==> config.mk <==
export PLATFORM = sky130hd
export DESIGN_NAME = load_store_unit_flat
export DESIGN_NICKNAME = d
export VERILOG_FILES = /design/src/rtl/load_store_unit_if.sv /design/src/rtl/load_store_unit.sv /design/src/flat_wrapper.sv
export SDC_FILE = /design/constraint.sdc
export NUM_CORES = 1
export LEC_CHECK = 0
export CAP_MARGIN = 15
export CORE_AREA = 5 5 177 179
export DETAILED_ROUTE_END_ITERATION = 8
export DIE_AREA = 0 0 182 184
export GPL_TIMING_DRIVEN = 0
export HOLD_SLACK_MARGIN = 0.03
export PLACE_DENSITY = 0.81
export SYNTH_ARGS = -nofsm -noshare
export SYNTH_HDL_FRONTEND = slang
export SYNTH_SLANG_ARGS = --single-unit
==> constraint.sdc <==
create_clock -name clk -period 2.1 [get_ports clk]
set_clock_uncertainty 0.15 [all_clocks]
set_input_delay 0.21 -clock clk [delete_from_list [all_inputs] [get_ports clk]]
set_output_delay 0.21 -clock clk [all_outputs]
set_load 0.02 [all_outputs]
==> src/rtl/load_store_unit_if.sv <==
// Memory-side bus of the load/store unit: one outstanding doubleword access
// held until mem_ack.
interface load_store_unit_if;
    logic        mem_req;
    logic        mem_we;
    logic [63:0] mem_addr;
    logic [63:0] mem_wdata;
    logic [7:0]  mem_be;
    logic        mem_ack;
    logic [63:0] mem_rdata;

    modport master (
        output mem_req, mem_we, mem_addr, mem_wdata, mem_be,
        input  mem_ack, mem_rdata
    );

    modport slave (
        input  mem_req, mem_we, mem_addr, mem_wdata, mem_be,
        output mem_ack, mem_rdata
    );
endinterface

==> src/rtl/load_store_unit.sv <==
// Big-endian load/store unit: decodes one access, drives the memory bus until
// ack or timeout, then writes load results back to the register file.
module load_store_unit #(
    parameter int TIMEOUT = 255
) (
    input  logic                     clk,
    input  logic                     rst_n,
    input  logic                     start,
    input  logic [5:0]               opcode,
    input  logic [63:0]              addr,
    input  logic [63:0]              store_data,
    input  logic [4:0]               dest_reg,
    output logic                     busy,
    load_store_unit_if.master        mem,
    output logic                     wb_valid,
    output logic [4:0]               wb_reg,
    output logic [63:0]              wb_data,
    output logic                     err
);
    localparam int CW = $clog2(TIMEOUT + 1);

    typedef enum logic [1:0] {IDLE, REQ, WB, ERR} state_t;

    // sz is log2 of the access size in bytes
    typedef struct packed {
        logic       legal;
        logic       store;
        logic       sign;
        logic [1:0] sz;
    } op_t;

    function automatic op_t decode(input logic [5:0] op);
        op_t d;
        d = '0;
        case (op)
            6'd34:   d = {1'b1, 1'b0, 1'b0, 2'd0};
            6'd40:   d = {1'b1, 1'b0, 1'b0, 2'd1};
            6'd42:   d = {1'b1, 1'b0, 1'b1, 2'd1};
            6'd32:   d = {1'b1, 1'b0, 1'b0, 2'd2};
            6'd58:   d = {1'b1, 1'b0, 1'b0, 2'd3};
            6'd38:   d = {1'b1, 1'b1, 1'b0, 2'd0};
            6'd44:   d = {1'b1, 1'b1, 1'b0, 2'd1};
            6'd36:   d = {1'b1, 1'b1, 1'b0, 2'd2};
            6'd62:   d = {1'b1, 1'b1, 1'b0, 2'd3};
            default: d = '0;
        endcase
        return d;
    endfunction

    state_t      state, state_nxt;
    logic [CW-1:0] cnt;
    op_t         dec;
    logic        misalign, accept;
    logic [2:0]  shamt;
    logic [7:0]  size_mask;

    logic [63:0] addr_q, wdata_q;
    logic [7:0]  be_q;
    logic        store_q, sign_q;
    logic [1:0]  sz_q;
    logic [2:0]  shamt_q;
    logic [4:0]  dest_q;
    logic [63:0] rshift, load_val;

    always_comb begin
        dec = decode(opcode);
        misalign = 1'b0;
        size_mask = 8'h01;
        case (dec.sz)
            2'd0: begin misalign = 1'b0;        size_mask = 8'h01; end
            2'd1: begin misalign = addr[0];     size_mask = 8'h03; end
            2'd2: begin misalign = |addr[1:0];  size_mask = 8'h0F; end
            default: begin misalign = |addr[2:0]; size_mask = 8'hFF; end
        endcase
        // Lane distance (in bytes) from the LSB of the doubleword to the end of the access
        shamt = 3'(4'd8 - (4'd1 << dec.sz) - {1'b0, addr[2:0]});
        accept = (state == IDLE) && start && dec.legal && !misalign;
    end

    always_ff @(posedge clk or negedge rst_n) begin
        if (!rst_n) begin
            addr_q  <= '0;
            wdata_q <= '0;
            be_q    <= '0;
            store_q <= 1'b0;
            sign_q  <= 1'b0;
            sz_q    <= '0;
            shamt_q <= '0;
            dest_q  <= '0;
        end else if (accept) begin
            addr_q  <= {addr[63:3], 3'b000};
            wdata_q <= store_data << {shamt, 3'b000};
            be_q    <= dec.store ? (size_mask << shamt) : 8'h00;
            store_q <= dec.store;
            sign_q  <= dec.sign;
            sz_q    <= dec.sz;
            shamt_q <= shamt;
            dest_q  <= dest_reg;
        end
    end

    always_comb begin
        rshift = mem.mem_rdata >> {shamt_q, 3'b000};
        case (sz_q)
            2'd0:    load_val = {56'b0, rshift[7:0]};
            2'd1:    load_val = {{48{sign_q & rshift[15]}}, rshift[15:0]};
            2'd2:    load_val = {32'b0, rshift[31:0]};
            default: load_val = rshift;
        endcase
    end

    always_ff @(posedge clk or negedge rst_n) begin
        if (!rst_n) begin
            wb_reg  <= '0;
            wb_data <= '0;
        end else if (state == REQ && mem.mem_ack && !store_q) begin
            wb_reg  <= dest_q;
            wb_data <= load_val;
        end
    end

    always_ff @(posedge clk or negedge rst_n) begin
        if (!rst_n)             cnt <= '0;
        else if (state != REQ)  cnt <= '0;
        else                    cnt <= cnt + 1'b1;
    end

    always_ff @(posedge clk or negedge rst_n) begin
        if (!rst_n) state <= IDLE;
        else        state <= state_nxt;
    end

    always_comb begin
        state_nxt = state;
        case (state)
            IDLE: if (start) state_nxt = (dec.legal && !misalign) ? REQ : ERR;
            REQ: begin
                if (mem.mem_ack)                  state_nxt = store_q ? IDLE : WB;
                else if (cnt == CW'(TIMEOUT - 1)) state_nxt = ERR;
            end
            WB:      state_nxt = IDLE;
            ERR:     state_nxt = IDLE;
            default: state_nxt = IDLE;
        endcase
    end

    assign busy          = (state != IDLE);
    assign wb_valid      = (state == WB);
    assign err           = (state == ERR);
    assign mem.mem_req   = (state == REQ);
    assign mem.mem_we    = (state == REQ) && store_q;
    assign mem.mem_be    = (state == REQ) ? be_q : 8'h00;
    assign mem.mem_addr  = addr_q;
    assign mem.mem_wdata = wdata_q;
endmodule

==> src/flat_wrapper.sv <==
// flat-port wrapper written by rule: the top's interface ports become plain ports
module load_store_unit_flat 
#(
    parameter int TIMEOUT = 255
)
  (clk, rst_n, start, opcode, addr, store_data, dest_reg, busy, wb_valid, wb_reg, wb_data, err, mem_mem_req, mem_mem_we, mem_mem_addr, mem_mem_wdata, mem_mem_be, mem_mem_ack, mem_mem_rdata);
  load_store_unit_if mem_i ();
  input  logic clk;
  input  logic rst_n;
  input  logic start;
  input  logic [5:0] opcode;
  input  logic [63:0] addr;
  input  logic [63:0] store_data;
  input  logic [4:0] dest_reg;
  output logic busy;
  output logic wb_valid;
  output logic [4:0] wb_reg;
  output logic [63:0] wb_data;
  output logic err;
  output wire logic [$bits(mem_i.mem_req)-1:0] mem_mem_req;
  output wire logic [$bits(mem_i.mem_we)-1:0] mem_mem_we;
  output wire logic [$bits(mem_i.mem_addr)-1:0] mem_mem_addr;
  output wire logic [$bits(mem_i.mem_wdata)-1:0] mem_mem_wdata;
  output wire logic [$bits(mem_i.mem_be)-1:0] mem_mem_be;
  input wire logic [$bits(mem_i.mem_ack)-1:0] mem_mem_ack;
  input wire logic [$bits(mem_i.mem_rdata)-1:0] mem_mem_rdata;
  assign mem_mem_req = mem_i.mem_req;
  assign mem_mem_we = mem_i.mem_we;
  assign mem_mem_addr = mem_i.mem_addr;
  assign mem_mem_wdata = mem_i.mem_wdata;
  assign mem_mem_be = mem_i.mem_be;
  assign mem_i.mem_ack = mem_mem_ack;
  assign mem_i.mem_rdata = mem_mem_rdata;
  load_store_unit #(.TIMEOUT(TIMEOUT)) u_core (.clk(clk), .rst_n(rst_n), .start(start), .opcode(opcode), .addr(addr), .store_data(store_data), .dest_reg(dest_reg), .busy(busy), .mem(mem_i), .wb_valid(wb_valid), .wb_reg(wb_reg), .wb_data(wb_data), .err(err));
endmodule
After elaboration in Yosys (flattened, before gate mapping) --
Cells that the tools add are included. W data, S select, Z words.
Word-level totals: flip-flop bits (word level) 224, input port bits 207
Operators by class: reductions and logical operators 17, shift operators 4, bitwise logic cells 1, equal/unequal tests 20, mux-type cells 13, add/sub/neg operators 3
Operators with widths (count):
- $pmux W64 S3 | 1
- $shl A64 B6 Y64 | 1
- $shr A64 B6 Y64 | 1
- $eq A6 B6 Y1 const B | 9
- $pmux W5 S9 | 1
- $mux W8 | 3
- $pmux W8 S3 | 1
- $mux W2 | 5
- $add A8 B1 Y8 const B | 1
- $eq A2 B2 Y1 const B | 4
- $eq A8 B8 Y1 const B | 1
- $shl A8 B3 Y8 | 1
- $logic_and A1 B1 Y1 | 7
- $eq A2 B1 Y1 const B | 3
- $logic_not A2 Y1 | 3
- $pmux W2 S3 | 1
- $reduce_or A2 Y1 | 2
- $ne A3 B1 Y1 const B | 1
- $pmux W1 S3 | 1
- $reduce_or A3 Y1 | 1
- $shl A1 B2 Y3 const A | 1
- $sub A1 B3 Y3 const A | 1
- $sub A3 B3 Y3 | 1
- $logic_not A1 Y1 | 2
- other kinds (5) | 5

Logic depth before layout (Yosys ltp) --
word-level depth 9, mapped depth 14, mapped depth without buffers 11

Worst setup path after synthesis --
Ideal clock, no wire load.
path kind in2reg, start point in opcode[4], end point reg u_core.wdata_q[48], in the netlist u_core.mem.mem_wdata[48], stages 13, library setup time 0.083 ns, arrival time 2.877 ns, required time 1.867 ns, slack -1.009 ns, path buffers 2, cell sequence buf_4 -> or2b_2 -> o2111ai_1 -> nor2_1 -> ha_1 -> inv_1 -> ha_1 -> xnor2_1 -> xnor2_2 -> xnor2_1 -> clkbuf_1 -> mux2_2 -> o21ai_0
Between the ends: word-level cells in the longest chain between the ends 6
RTL lines:
- start: declaration | RTL line flat_wrapper.sv:11 | input logic [5:0] opcode;
- $eq A6 B6 Y1 | RTL line load_store_unit.sv:35 | case (op)
- $pmux W5 S9 (*) | RTL line load_store_unit.sv:35
- $shl A1 B2 Y3 (tied with other cells) | RTL line load_store_unit.sv:76 | shamt = 3'(4'd8 - (4'd1 << dec.sz) - {1'b0, addr[2:0]});
- $sub A1 B3 Y3 / $pmux W1 S3 (equally long branches) | RTL line load_store_unit.sv:76, load_store_unit.sv:69
- $sub A3 B3 Y3 / $logic_not A1 Y1 (equally long branches) | RTL line load_store_unit.sv:76, load_store_unit.sv:77
- $shl A64 B6 Y64 / $logic_and A1 B1 Y1 (equally long branches) | RTL line load_store_unit.sv:92, load_store_unit.sv:77
- end signal: assignment | RTL line load_store_unit.sv:92 | wdata_q <= store_data << {shamt, 3'b000};
- end: declaration | RTL line load_store_unit.sv:57 | logic [63:0] addr_q, wdata_q;
Every way passes the cells marked *; elsewhere a longest branch is shown, timed or not. A chain may end at the register's enable or synchronous reset.

Final worst setup path --
start point in opcode[4], end point reg u_core.wdata_q[61], in the netlist u_core.mem.mem_wdata[61]
The elaborated chain is that of the path after synthesis.

==> summary.txt <==
GRT
  • Overall Global Routing Usage: 0.3058
  • Initial antenna violation count: 1
  • Pin count of the biggest net entering global routing: 121
  • Global-route wire length before repair: 79370 um
  • Via count of the first global-routing pass: 13047
  • Overflow left after global routing: 0

Timing
  • Transition at the pin with the smallest max-transition slack: 0.8844 ns
  • Period utilization: 1.195
  • Relative slew slack: 0.4078
  • Number of max-slew violations in the final report: 0
  • Final setup fails: 92
  • Setup repair after global routing missed its margin: yes
  • Number of hold violations in the final report: 0
  • Achievable Freq: 398.4 MHz
  • Final critical-path setup slack: -0.4103 ns
  • Post-layout min period: around 2.5 ns
  • Sum of negative setup slack: -18.16 ns

Job
  • Max_cap viols: 0

Floorplanning
  • Number of placement rows: 63
  • Width of the die: roughly 180 um
  • Die Area: 33490 um2
  • Initial core utilization: 0.4137
  • Boundary pin count: 417
  • Die height: between 150 and 200 um
  • Core Box Area: 29400 um2

Logic synthesis
  • Leading cell types by total area after synthesis: dfrtp_1 (46%), nand2_1 (12%), mux2i_1 (8.1%), mux4_2 (4.8%), nor2_1 (3.5%)
  • Count of warnings emitted by yosys: 0
  • Sequential-to-total area share from yosys stat: 0.4608
  • Post-Synthesis Cells: roughly 1300
  • Count of state elements after synthesis: 224
  • Count of different cell masters after synthesis: between 50 and 60
  • Count of flip-flops with a built-in enable after synthesis: 0
  • Top cell type's share of synthesized area: 0.4608
  • Commonest register cell after synthesis: dfrtp_1
  • Top cell type by total area after synthesis: dfrtp_1
  • Average footprint of a synthesized cell: approximately 9 um2
  • Cell area after technology mapping: 12160 um2
  • Async set-or-reset flop fraction in the synthesized netlist: 1.000

Clocking
  • Bufs on Longest Clock Path: 3
  • Clock buffer count from CTS: 25
  • Clock slew at the register clock pins of the worst setup and hold paths: approximately 0.060 ns
  • Total clock sinks: 224
  • Htree depth: 1
  • CTS tree: done
  • Clock root buffer: clkbuf_16
  • Clock latency on the worst-skew pair: 0.52 ns

Worst setup path
  • Critical Path, Cell by Cell: buf_12 > or2b_4 > o2111ai_4 > nor2_2 > ha_1 > inv_2 > ha_4 > xnor2_4 > xnor2_4 > xnor2_4 > buf_8 > mux2_4 > o21ai_2
  • Maximum fanout along the worst path: 6
  • Most used cell, CP: xnor2_4
  • Arrival time worst endpoint: 2.81 ns
  • R2r worst-path depth: 7
  • Cell family with most CP delay: XOR/XNOR gates
  • Critical Path Max Stage Delay: 0.42 ns
  • Startpoint Class: input pin
  • Count of buffer and inverter cells on the critical path: 3
  • Critical path class: input pin to flop
  • Kind of capture point of the worst setup path: flop
  • Data required time at the worst endpoint: 2.40 ns
  • Slack of the worst reg-to-reg path: -0.02 ns
  • Crit-path slowest cell: xnor2_4
  • Stages on the worst setup path: 13

Pwr
  • Power per cell area: 1262 nW/um2
  • Reported leakage power: 8.600 nW
  • Maximum ir drop on the vdd rail: 0.8201 mV
  • Final total power: 0.02503 W

Layout
  • Synthesis-to-layout area growth: 63.09%
  • Count of placed standard cells in the final layout, fillers left out: around 2200
  • Proportion of layout cells with a drive suffix above 1: 0.2361
  • Final core area utilization: 0.6748
  • Antenna Cells: 0
  • Post-layout net count: 2047

Detailed routing
  • Number of vias in the routed layout: between 10000 and 15000
  • Number of iterations in the first detailed-routing pass: 6
  • Number of nets with antenna violations after routing: 0
  • Met3 wire length: 5390 um
  • Met2 wirelength from detailed routing: 25950 um
  • Drt first-iter violations: between 1000 and 1500
  • Via density per instance: around 5.8
  • Met1 wire length: 20050 um
  • Detailed-route DRC error count: 0
  • Wire length after detailed routing: 54600 um
  • Max layer used: met5
  • Average detailed-routed wire length per instance: 24.36 um

Worst hold path
  • Number of cells on the worst hold path: 3
  • Type of the worst min-delay path: input pin to flop

Outcome
  • Status: finished with violations
  • Violated checks: negative setup slack

Place
  • Placed wire-length estimate after detailed placement: 40010 um
  • GPL Wtd Cong: 1.012
  • Worst slack, placed: -1.949 ns
  • Number of port buffers: 410
  • Number of cells in the design after placement: 2138
[routing by layer]
layer  up-vias  GRT usage
met5         -          0
met3       208    0.07222
li1       5590          -
met2       874     0.5167
met4         2     0.1411
met1      6278     0.3727
[stage by stage]
step | instance area, um2 | hold slack, ns
after floorplan | 12370 | -0.2356
after global placement | 16970 | 0.2991
after detailed placement | 17000 | 0.1631
after CTS | 18930 | 0.03437
after global routing | 19840 | 0.05321
final | 19840 | 0.06062
[worst min-delay path, cell delays in order]
cell and delay (ns):
clkdlybuf4s50_1 0.40, nand2_1 0.05, nand2_1 0.04
[where the power goes]
part           switching (W)  internal [W]
clock                0.00187       0.00253
sequential           0.00118       0.00602
combinational        0.00709       0.00633
total                 0.0101        0.0149
[cell families (layout without fill, tap and decap cells)]
logic type | after synthesis | in the layout | synth area share
buf+inv | 124 | 637 | 0.04629
simple gates | 561 | 562 | 0.1876
xor+xnor | 11 | 11 | 0.01029
other cells | 1 | 3 | 0.0003083
compound gates | 248 | 248 | 0.1264
mux | 160 | 160 | 0.1621
fa+ha+maj | 6 | 6 | 0.006171
flops | 224 | 224 | 0.4608
[timing repair]
action	in CTS	in global routing
setup buffers	34	15
gates cloned	7	5
endpoints found under the setup margin	224	216
endpoints found under the hold margin	107	0
resized for setup	252	170
hold buffers	6	0
pin swaps	31	26
[cells in the mapped netlist (2+ instances only)]
| cell type | instances |
|---|---|
| ha_1 | 6 |
| a211oi_1 | 10 |
| nor3_1 | 2 |
| nand3_1 | 20 |
| a31oi_1 | 19 |
| mux2i_1 | 98 |
| a22o_1 | 10 |
| clkbuf_1 | 44 |
| o21ai_0 | 59 |
| xnor2_1 | 3 |
| o22a_1 | 8 |
| a211o_1 | 8 |
| nand2_1 | 374 |
| xnor2_2 | 2 |
| nand2b_1 | 6 |
| nor2_2 | 2 |
| and2_1 | 16 |
| a2bb2oi_1 | 3 |
| buf_1 | 7 |
| and3_1 | 2 |
| o211ai_1 | 4 |
| dfrtp_1 | 224 |
| buf_6 | 2 |
| o21ai_1 | 9 |
| o22ai_1 | 16 |
| nor2_1 | 113 |
| buf_4 | 7 |
| o2111ai_1 | 3 |
| xor2_1 | 5 |
| or3_1 | 8 |
| inv_1 | 18 |
| mux2_2 | 36 |
| buf_2 | 45 |
| mux4_2 | 26 |
| o31ai_1 | 17 |
| a21oi_1 | 70 |
| o31a_1 | 3 |
| nand4_1 | 2 |
| nor2b_1 | 8 |
[final timing paths]
| check | start | end |
|---|---|---|
| worst max-delay path | opcode[4] | u_core.mem.mem_wdata[61] |
| worst min-delay path | addr[46] | u_core.mem.mem_addr[46] |
| worst max register to register | u_core.shamt_q[0] | u_core.wb_data[37] |
| worst min register to register | u_core.dest_q[0] | u_core.wb_reg[0] |
| max in group asynchronous | rst_n | u_core.mem.mem_wdata[56] |
| min in group asynchronous | rst_n | u_core.wb_reg[1] |
[placed cells by master (no fill, tap or decap), types with 9 or more instances in the layout]
master / instances
clkdlybuf4s50_1: 391
nand2_1: 371
dfrtp_1: 224
nor2_1: 106
mux2i_1: 77
a21oi_2: 56
buf_4: 43
o21ai_0: 32
clkbuf_16: 30
buf_6: 27
mux4_2: 26
o21ai_2: 25
clkbuf_2: 20
mux2_2: 20
a31oi_1: 18
buf_2: 17
mux2_4: 16
inv_1: 15
buf_12: 15
and2_1: 15
o22ai_1: 15
buf_8: 14
o31ai_4: 14
a21oi_1: 13
mux2i_2: 13
clkbuf_1: 12
clkbuf_4: 12
o21ai_1: 11
nand3_1: 10
a22o_1: 10
a211oi_1: 9
nand3_2: 9
[cell type report]
class	count	area, um2
plain buffers	101	860.8
repair buffers	473	4913
well taps	390	488.0
fillers	2269	9563
multi-input cells	990	7077
flip-flops and latches	224	5605
clock inverters	11	102.6
clock buffers	33	715.7
inverters	19	76.32
(Power assumes the default switching activity.)
